## config.mk

```make
export PLATFORM = sky130hd
export DESIGN_NAME = pipe_queue_elastic
export DESIGN_NICKNAME = d
export VERILOG_FILES = /design/src/rtl/pipe_queue_elastic.sv
export SDC_FILE = /design/constraint.sdc
export NUM_CORES = 1
export LEC_CHECK = 0
export ABC_CLOCK_PERIOD_IN_PS = 2450
export BUFFER_PORTS_ARGS = -buffer_cell sky130_fd_sc_hd__buf_2
export CORE_ASPECT_RATIO = 1.75
export CORE_MARGIN = 4
export CORE_UTILIZATION = 52
export CTS_CLUSTER_SIZE = 14
export DETAILED_ROUTE_END_ITERATION = 12
export GPL_TIMING_DRIVEN = 0
export MAX_ROUTING_LAYER = met4
export PLACE_DENSITY = 0.75
export SETUP_SLACK_MARGIN = 0.5
export SLEW_MARGIN = 0
export SYNTH_ARGS = -nofsm -noshare
export SYNTH_HDL_FRONTEND = slang
export SYNTH_SLANG_ARGS = --single-unit
```

## constraint.sdc

```tcl
create_clock -name clock -period 2.45 [get_ports clock]
set_input_delay 0.245 -clock clock [delete_from_list [all_inputs] [get_ports clock]]
set_output_delay 0.245 -clock clock [all_outputs]
set_load 0.05 [all_outputs]
```

## src/rtl/pipe_queue_elastic.sv

```systemverilog
// Elastic LENGTH-stage delay line with per-stage valid bits, freeze, flush,
// output hold with bubble collapse, occupancy count and a debug stage tap.
module pipe_queue_elastic #(
  parameter int                   LENGTH      = 5,
  parameter int                   REG_WIDTH   = 32,
  parameter logic [REG_WIDTH-1:0] DEFAULT_VAL = '0,
  localparam int                  CW          = $clog2(LENGTH + 1)
) (
  input  logic                 clock,
  input  logic                 reset_n,
  input  logic [REG_WIDTH-1:0] data_in,
  input  logic                 in_valid,
  output logic                 in_ready,
  input  logic                 freeze,
  input  logic                 flush,
  input  logic                 out_hold,
  output logic [REG_WIDTH-1:0] data_out,
  output logic                 out_valid,
  output logic [CW-1:0]        count,
  input  logic [CW-1:0]        tap_sel,
  output logic [REG_WIDTH-1:0] tap_data,
  output logic                 tap_valid
);

  // Index 0 is stage 1 (input side), index LENGTH-1 is the output stage.
  logic [LENGTH-1:0]    valid_q, valid_d;
  logic [REG_WIDTH-1:0] data_q [LENGTH];
  logic [REG_WIDTH-1:0] data_d [LENGTH];
  logic [CW-1:0]        count_q, count_d;

  logic [LENGTH-1:0]    move;
  logic                 accept;
  logic                 take;

  // A stage advances when its successor is empty or advancing itself, so the
  // chain is resolved from the output side backwards.
  always_comb begin
    logic downstream_move;
    // NOTE: every variable written here gets a default first, so no latch is inferred.
    move                 = '0;
    move[LENGTH-1]       = valid_q[LENGTH-1] & ~out_hold & ~freeze;
    downstream_move      = move[LENGTH-1];
    for (int i = LENGTH - 2; i >= 0; i--) begin
      move[i]         = valid_q[i] & ~freeze & (~valid_q[i+1] | downstream_move);
      downstream_move = move[i];
    end
  end

  assign in_ready = ~freeze & ~flush & (~valid_q[0] | move[0]);
  assign accept   = in_valid & in_ready;
  assign take     = move[LENGTH-1];

  always_comb begin
    valid_d = valid_q;
    data_d  = data_q;
    count_d = count_q + CW'(accept) - CW'(take);

    if (accept) begin
      valid_d[0] = 1'b1;
      data_d[0]  = data_in;
    end else if (move[0]) begin
      valid_d[0] = 1'b0;
      data_d[0]  = DEFAULT_VAL;
    end

    for (int i = 1; i < LENGTH; i++) begin
      if (move[i-1]) begin
        valid_d[i] = 1'b1;
        data_d[i]  = data_q[i-1];
      end else if (move[i]) begin
        valid_d[i] = 1'b0;
        data_d[i]  = DEFAULT_VAL;
      end
    end

    if (flush) begin
      valid_d = '0;
      count_d = '0;
      for (int i = 0; i < LENGTH; i++) data_d[i] = DEFAULT_VAL;
    end
  end

  // NOTE: the data array is reset too, because empty stages must read DEFAULT_VAL.
  always_ff @(posedge clock or negedge reset_n) begin
    if (!reset_n) begin
      valid_q <= '0;
      count_q <= '0;
      for (int i = 0; i < LENGTH; i++) data_q[i] <= DEFAULT_VAL;
    end else begin
      // NOTE: non-blocking updates so every stage samples pre-edge neighbours.
      valid_q <= valid_d;
      count_q <= count_d;
      for (int i = 0; i < LENGTH; i++) data_q[i] <= data_d[i];
    end
  end

  assign data_out  = data_q[LENGTH-1];
  assign out_valid = valid_q[LENGTH-1];
  assign count     = count_q;

  always_comb begin
    tap_valid = 1'b0;
    tap_data  = DEFAULT_VAL;
    for (int i = 0; i < LENGTH; i++) begin
      if (tap_sel == CW'(i + 1)) begin
        tap_valid = valid_q[i];
        tap_data  = data_q[i];
      end
    end
  end

endmodule

```

==> results.cfg, run 1 <==
[cts]
clock-root-buffer = clkbuf_16
cts_buffers = 17
clkLatencyLatePin_ns = 0.43
clockBufferDepth = 2
clock-sinks = 168
clk_pin_slew_worst_paths_ns = 0.07
h-tree-depth = 4
cts_tree = done

[route]
drtIter0Drc = 343
drt-pass1-iter-count = 5
ant_nets = 0
route.detailed.drc = 0
via_per_inst = 6.133
wire_per_inst_um = 21.54
drt-total-wl_mm = 22.15
route.vias.total = 6305

[global_routing]
overflow = 0
antenna_found_initial = 0
grt_pass1_wl_mm = 34.69
grt_pass1_vias = 6567
grt_usage_pct = 26.13
grt_max_degree = 130

[pwr]
p_sw_uw = 1739
switching_share_pct = 27.70
internal-power_uw = 4538
clkPwrFrac_pct = 43.3
p_comb_share_pct = 11.5
p_seq_share_pct = 45.2
leakage_uw = 0.005042
peakVddDrop_mv = 0.4519
power_density_mw_per_mm2 = 618.5

[floorplanning]
top_level_ports = 111
initial_utilization_pct = 53.46
dieArea_mm2 = 0.01762
die_h_um = 172.6
chipWidth_um = 102.1
core_mm2 = 0.01506
rows = 59

[hold_path]
hp-start = data_in[6]
hold_class = in2reg
hold_path_end = data_q[134]
hold_depth = 2

[worst_setup_path]
rr_worst_depth = 11
path_class = reg2reg
r2r_start = valid_q[1]
crit_arrival_ns = 2.43
cp-start-kind = flop
cp_max_fo = 3
critPathCaptureType = flop
r2r_slack_ns = 0.34
r2r_end = count[1]
required_ns = 2.77

[timing]
finalHoldViolations = 0
period_minus_slack_ns = 2.115
max_slew_margin_pct = 56.23
setup_viol = 0
tightest_slew_ns = 0.6566
slew_viol_final = 0
rsz0062_at_grt = true
period_share_pct = 86.32
hold_slack_ns = 0.03069
max_freq_mhz = 472.8
worst_clock_skew_ns = 0.006600

[outcome]
status = finished, final reports clean

[layout]
final_cells = 1028
drive_gt1_share_pct = 40.12
finalCoreUtilization_pct = 67.40
fin_nets = 876
syn2layout_area_growth_pct = 26.06
layout_common_cells = dfrtp_1 (164), a22o_1 (128), buf_2 (116)
diodes = 0
layout_commonest_cell = dfrtp_1

[synth]
synthTopCellsByArea = dfrtp_1 (52%), a22o_1 (14%), mux2i_1 (4.6%), mux2_2 (4.2%), o2bb2ai_1 (3.5%)
synth_fp_nets = 718
netlist_instances = 674
synth_seq_cells = 168
synth_top_area_share_pct = 52.21
syn_area_per_cell_um2 = 11.95
yosysUniqueCellTypes = 44
async_reset_ff_share_pct = 100.0
synth-edff-count = 0
yosysTopAreaCell = dfrtp_1
yosysSeqAreaShare_pct = 52.21
syn_area_mm2 = 0.008051
synthFlopType = dfrtp_1
synth_warnings = 0

[place]
portBuffers = 108
gp_congestion = 0.8698
placedCellCount = 966
hpwl_mm = 15.35

[job]
maxCapViolCount = 0
[how the worst max path moves through the flow]
stage	slack, ns	depth (start not counted)	endpoint	start
after floorplan	0.28	10	count[1]	valid_q[4]
after global placement	-1.58	1	valid_q[4]	reset_n
after detailed placement	0.16	11	count[1]	valid_q[1]
after CTS	0.33	11	count[1]	valid_q[3]
after global routing	0.26	12	count[2]	valid_q[3]
final	0.34	11	count[1]	valid_q[1]
[through the flow]
stage | area (um2) | worst slack, ns | total power (uW) | TNS (ns)
6_report | 10150 | 0.3351 | 6277 | 0
5_1_grt | 10150 | 0.2553 | 6466 | 0
4_1_cts | 9746 | 0.3302 | 6242 | 0
3_5_place_dp | 8909 | 0.1595 | 3513 | 0
3_3_place_gp | 8871 | -1.581 | 3492 | -213.00
2_1_floorplan | 8102 | 0.2795 | 3275 | 0
[cell usage after synthesis, drive strengths merged (6+ instances only)]
cell,instances
mux2i,37
dfrtp,168
a22o,128
nor2,35
clkbuf,22
a21oi,10
mux2,30
o21a,31
a221oi,30
inv,6
nand2,34
o2bb2ai,32
buf,73
[power groups by stage]
| stage | clock network [uW] | registers (uW) | logic, uW |
|---|---|---|---|
| floorplan | 0 | 2890 | 390 |
| global placement | 0 | 2890 | 601 |
| detailed placement | 0 | 2890 | 621 |
| CTS | 2740 | 2840 | 661 |
| global route | 2860 | 2840 | 772 |
| finish | 2720 | 2840 | 724 |
[worst max-delay path, cell delays in order (launching register included)]
cell and delay, ns:
dfrtp_1 0.34, buf_6 0.09, nand4_1 0.16, o211a_4 0.30, buf_6 0.13, inv_4 0.05
ha_4 0.18, inv_2 0.06, ha_4 0.11, inv_2 0.03, fa_2 0.51, nor2_1 0.04
[area by class of cell]
type / count / area (um2)
sequential: 168 / 4209
multi-input combinational: 404 / 3566
inverter: 7 / 28.78
buffer: 95 / 616.8
timing repair buffer: 139 / 907.1
clock buffer: 18 / 439.2
fill: 1156 / 4910
tap: 183 / 229.0
clock inverter: 14 / 153.9
[flip-flops by register name, summed over array words and instances (netlist names)]
| register | cells |
|---|---|
| data_q | 128 |
| data_out | 32 |
| count | 3 |
| valid_q | 5 |
[what timing repair did]
| item | CTS | global route |
|---|---|---|
| gates resized for setup | 49 | 75 |
| hold buffers | 1 | 0 |
| pin swaps | 3 | 16 |
| buffers inserted | 10 | 19 |
| endpoints found under the hold margin | 39 | 0 |
| setup endpoints to repair | 32 | 103 |
[kinds of logic after synthesis]
logic type      share of synthesized area (%)
xor+xnor                               0.2176
fa+ha+maj                              0.5594
simple gates                            4.662
buf+inv                                 7.397
mux                                     8.796
compound gates                          26.15
flops                                   52.21
[metal layers]
layer | global-route usage, % | wire, um
met4 | 10.67 | 658
met1 | 31.08 | 8550
met3 | 4.798 | 1089
met2 | 43.19 | 11850
met5 | - | 0
Power figures use the tool's default switching activity.
==> run 2, diff against run 1 <==
--- a/config.mk
+++ b/config.mk
@@ -7,7 +7,7 @@
 export LEC_CHECK = 0
 export ABC_CLOCK_PERIOD_IN_PS = 2450
 export BUFFER_PORTS_ARGS = -buffer_cell sky130_fd_sc_hd__buf_2
-export CORE_ASPECT_RATIO = 1.75
+export CORE_ASPECT_RATIO = 2
 export CORE_MARGIN = 4
 export CORE_UTILIZATION = 52
 export CTS_CLUSTER_SIZE = 14
==> results.cfg, run 2 (same netlist as run 1, synthesis figures left out) <==
[outcome]
status = finished, final reports clean

[floorplanning]
initial_utilization_pct = 52.92
core_mm2 = 0.01521
die_h_um = 184.0
top_level_ports = 111
dieArea_mm2 = 0.01766
rows = 64
chipWidth_um = 95.99

[cts]
cts_tree = done
clock-root-buffer = clkbuf_16
clock-sinks = 168
clk_pin_slew_worst_paths_ns = 0.07
clkLatencyLatePin_ns = 0.42
h-tree-depth = 4
clockBufferDepth = 2
cts_buffers = 17

[timing]
final.setup.worst_slack_ns = 0.3487
setup_viol = 0
period_share_pct = 85.77
rsz0062_at_grt = true
max_slew_margin_pct = 48.83
tightest_slew_ns = 0.7612
slew_viol_final = 0
finalHoldViolations = 0
hold_slack_ns = 0.03772
worst_clock_skew_ns = 0.008650
period_minus_slack_ns = 2.101
max_freq_mhz = 475.9

[place]
hpwl_mm = 15.96
portBuffers = 108
gp_congestion = 0.8633
placedCellCount = 981
dpl_worst_slack_ns = 0.1413

[global_routing]
grt-busiest-layer = met2
antenna_found_initial = 0
overflow = 0
grt_pass1_wl_mm = 35.19
gr-usage-met1_pct = 29.00
grtUsageMet3_pct = 4.424
met2_usage_pct = 46.86
grt_max_degree = 104
grt_usage_pct = 27.02
grt_pass1_vias = 6688

[layout]
syn2layout_area_growth_pct = 24.72
top_register = data_q
largest_reg_flops = 128
diodes = 0
layout_commonest_cell = dfrtp_1
final_cells = 1036
multiInputGateArea_mm2 = 0.003516
fillers = 1184
drive_gt1_share_pct = 39.02
finalCoreUtilization_pct = 66.00
fin_nets = 869
regArea_mm2 = 0.004209
layout_common_cells = dfrtp_1 (164), a22o_1 (128), buf_2 (112)

[worst_setup_path]
rr_worst_depth = 11
cp_max_fo = 8
cp-start-kind = flop
cp_cell_sequence = nand4_1, o211a_4, buf_8, inv_4, ha_4, inv_2, ha_4, inv_2, fa_2, xnor2_2, nor2_1
r2r_start = valid_q[2]
r2r_slack_ns = 0.35
cp-startpoint = valid_q[2]
crit_path_max_incr_delay_ns = 0.43
crit_arrival_ns = 2.41
crit_buf_inv = 4
path_class = reg2reg
required_ns = 2.76
cpLargestDelayFamily = adder cells
crit_cells = 11
critPathCaptureType = flop
slowest_stage = dfrtp_2

[pwr]
power_density_mw_per_mm2 = 617.3
p_total_uw = 6199
leakage_uw = 0.004987
peakVddDrop_mv = 0.7491

[route]
route.vias.total = 6332
drtIter0Drc = 338
route.detailed.drc = 0
wire_per_inst_um = 21.71
drt-pass1-iter-count = 5
drt-total-wl_mm = 22.49
via_per_inst = 6.112
ant_nets = 0

[job]
maxCapViolCount = 0

[hold_path]
hold_depth = 2
hp-start = data_in[1]
hold_class = in2reg
==> run 2: cell count changes in the layout (fill, tap and decap cells not counted), moves of 4 or more <==
cell	delta
nor2_2	-5
a221oi_4	-5
a221oi_2	+9
nor2_1	+5
buf_4	-5
buf_6	-5
buf_2	-4
inv_8	-4
a221oi_1	-4
==> run 2: repair_timing <==
action,4_1_cts,5_1_grt
endpoints found under the setup margin,32,93
hold endpoints to repair,65,0
setup buffers,9,13
hold buffers,1,0
gates resized for setup,44,62
pin swaps,4,9
==> run 2: worst register-to-register path, delay by kind of cell (launching register included) <==
kind,cells,cell delay (ns)
fa+ha+maj,3,0.64
simple gates,2,0.21
xor+xnor,1,0.16
compound gates,1,0.28
buf+inv,4,0.27
flops,1,0.43
==> run 2: metrics by stage <==
stage | area (um2) | TNS, ns
2_1_floorplan | 8102 | 0
3_3_place_gp | 8890 | -209.00
3_5_place_dp | 8927 | 0
4_1_cts | 9719 | 0
5_1_grt | 10040 | 0
6_report | 10040 | 0
==> run 2: metal layers <==
metal | share of wire (%) | up-vias
li1 | - | 2821
met1 | 36 | 3185
met2 | 55 | 249
met3 | 4.6 | 77
met4 | 4.4 | 0
met5 | 0 | -
==> run 2: final cells by class <==
cell class              count  share of cell area [%]
plain buffers              95                   6.143
inverters                   7                  0.2866
flip-flops and latches    168                   41.91
repair buffers            132                   8.385
multi-input cells         404                   35.01
clock buffers              20                   4.647
well taps                 198                   2.467
clock inverters            12                   1.146
==> run 2: power breakdown <==
part	internal, uW	switching (uW)
logic	238	471
registers	2810	31.6
clock network	1500	1160
==> run 2: worst paths after layout <==
kind	end
worst min-delay path	data_q[129]
worst max-delay path	count[2]
min in group asynchronous	data_out[17]
worst max register to register	count[2]
worst min register to register	data_out[25]
max in group asynchronous	data_q[158]
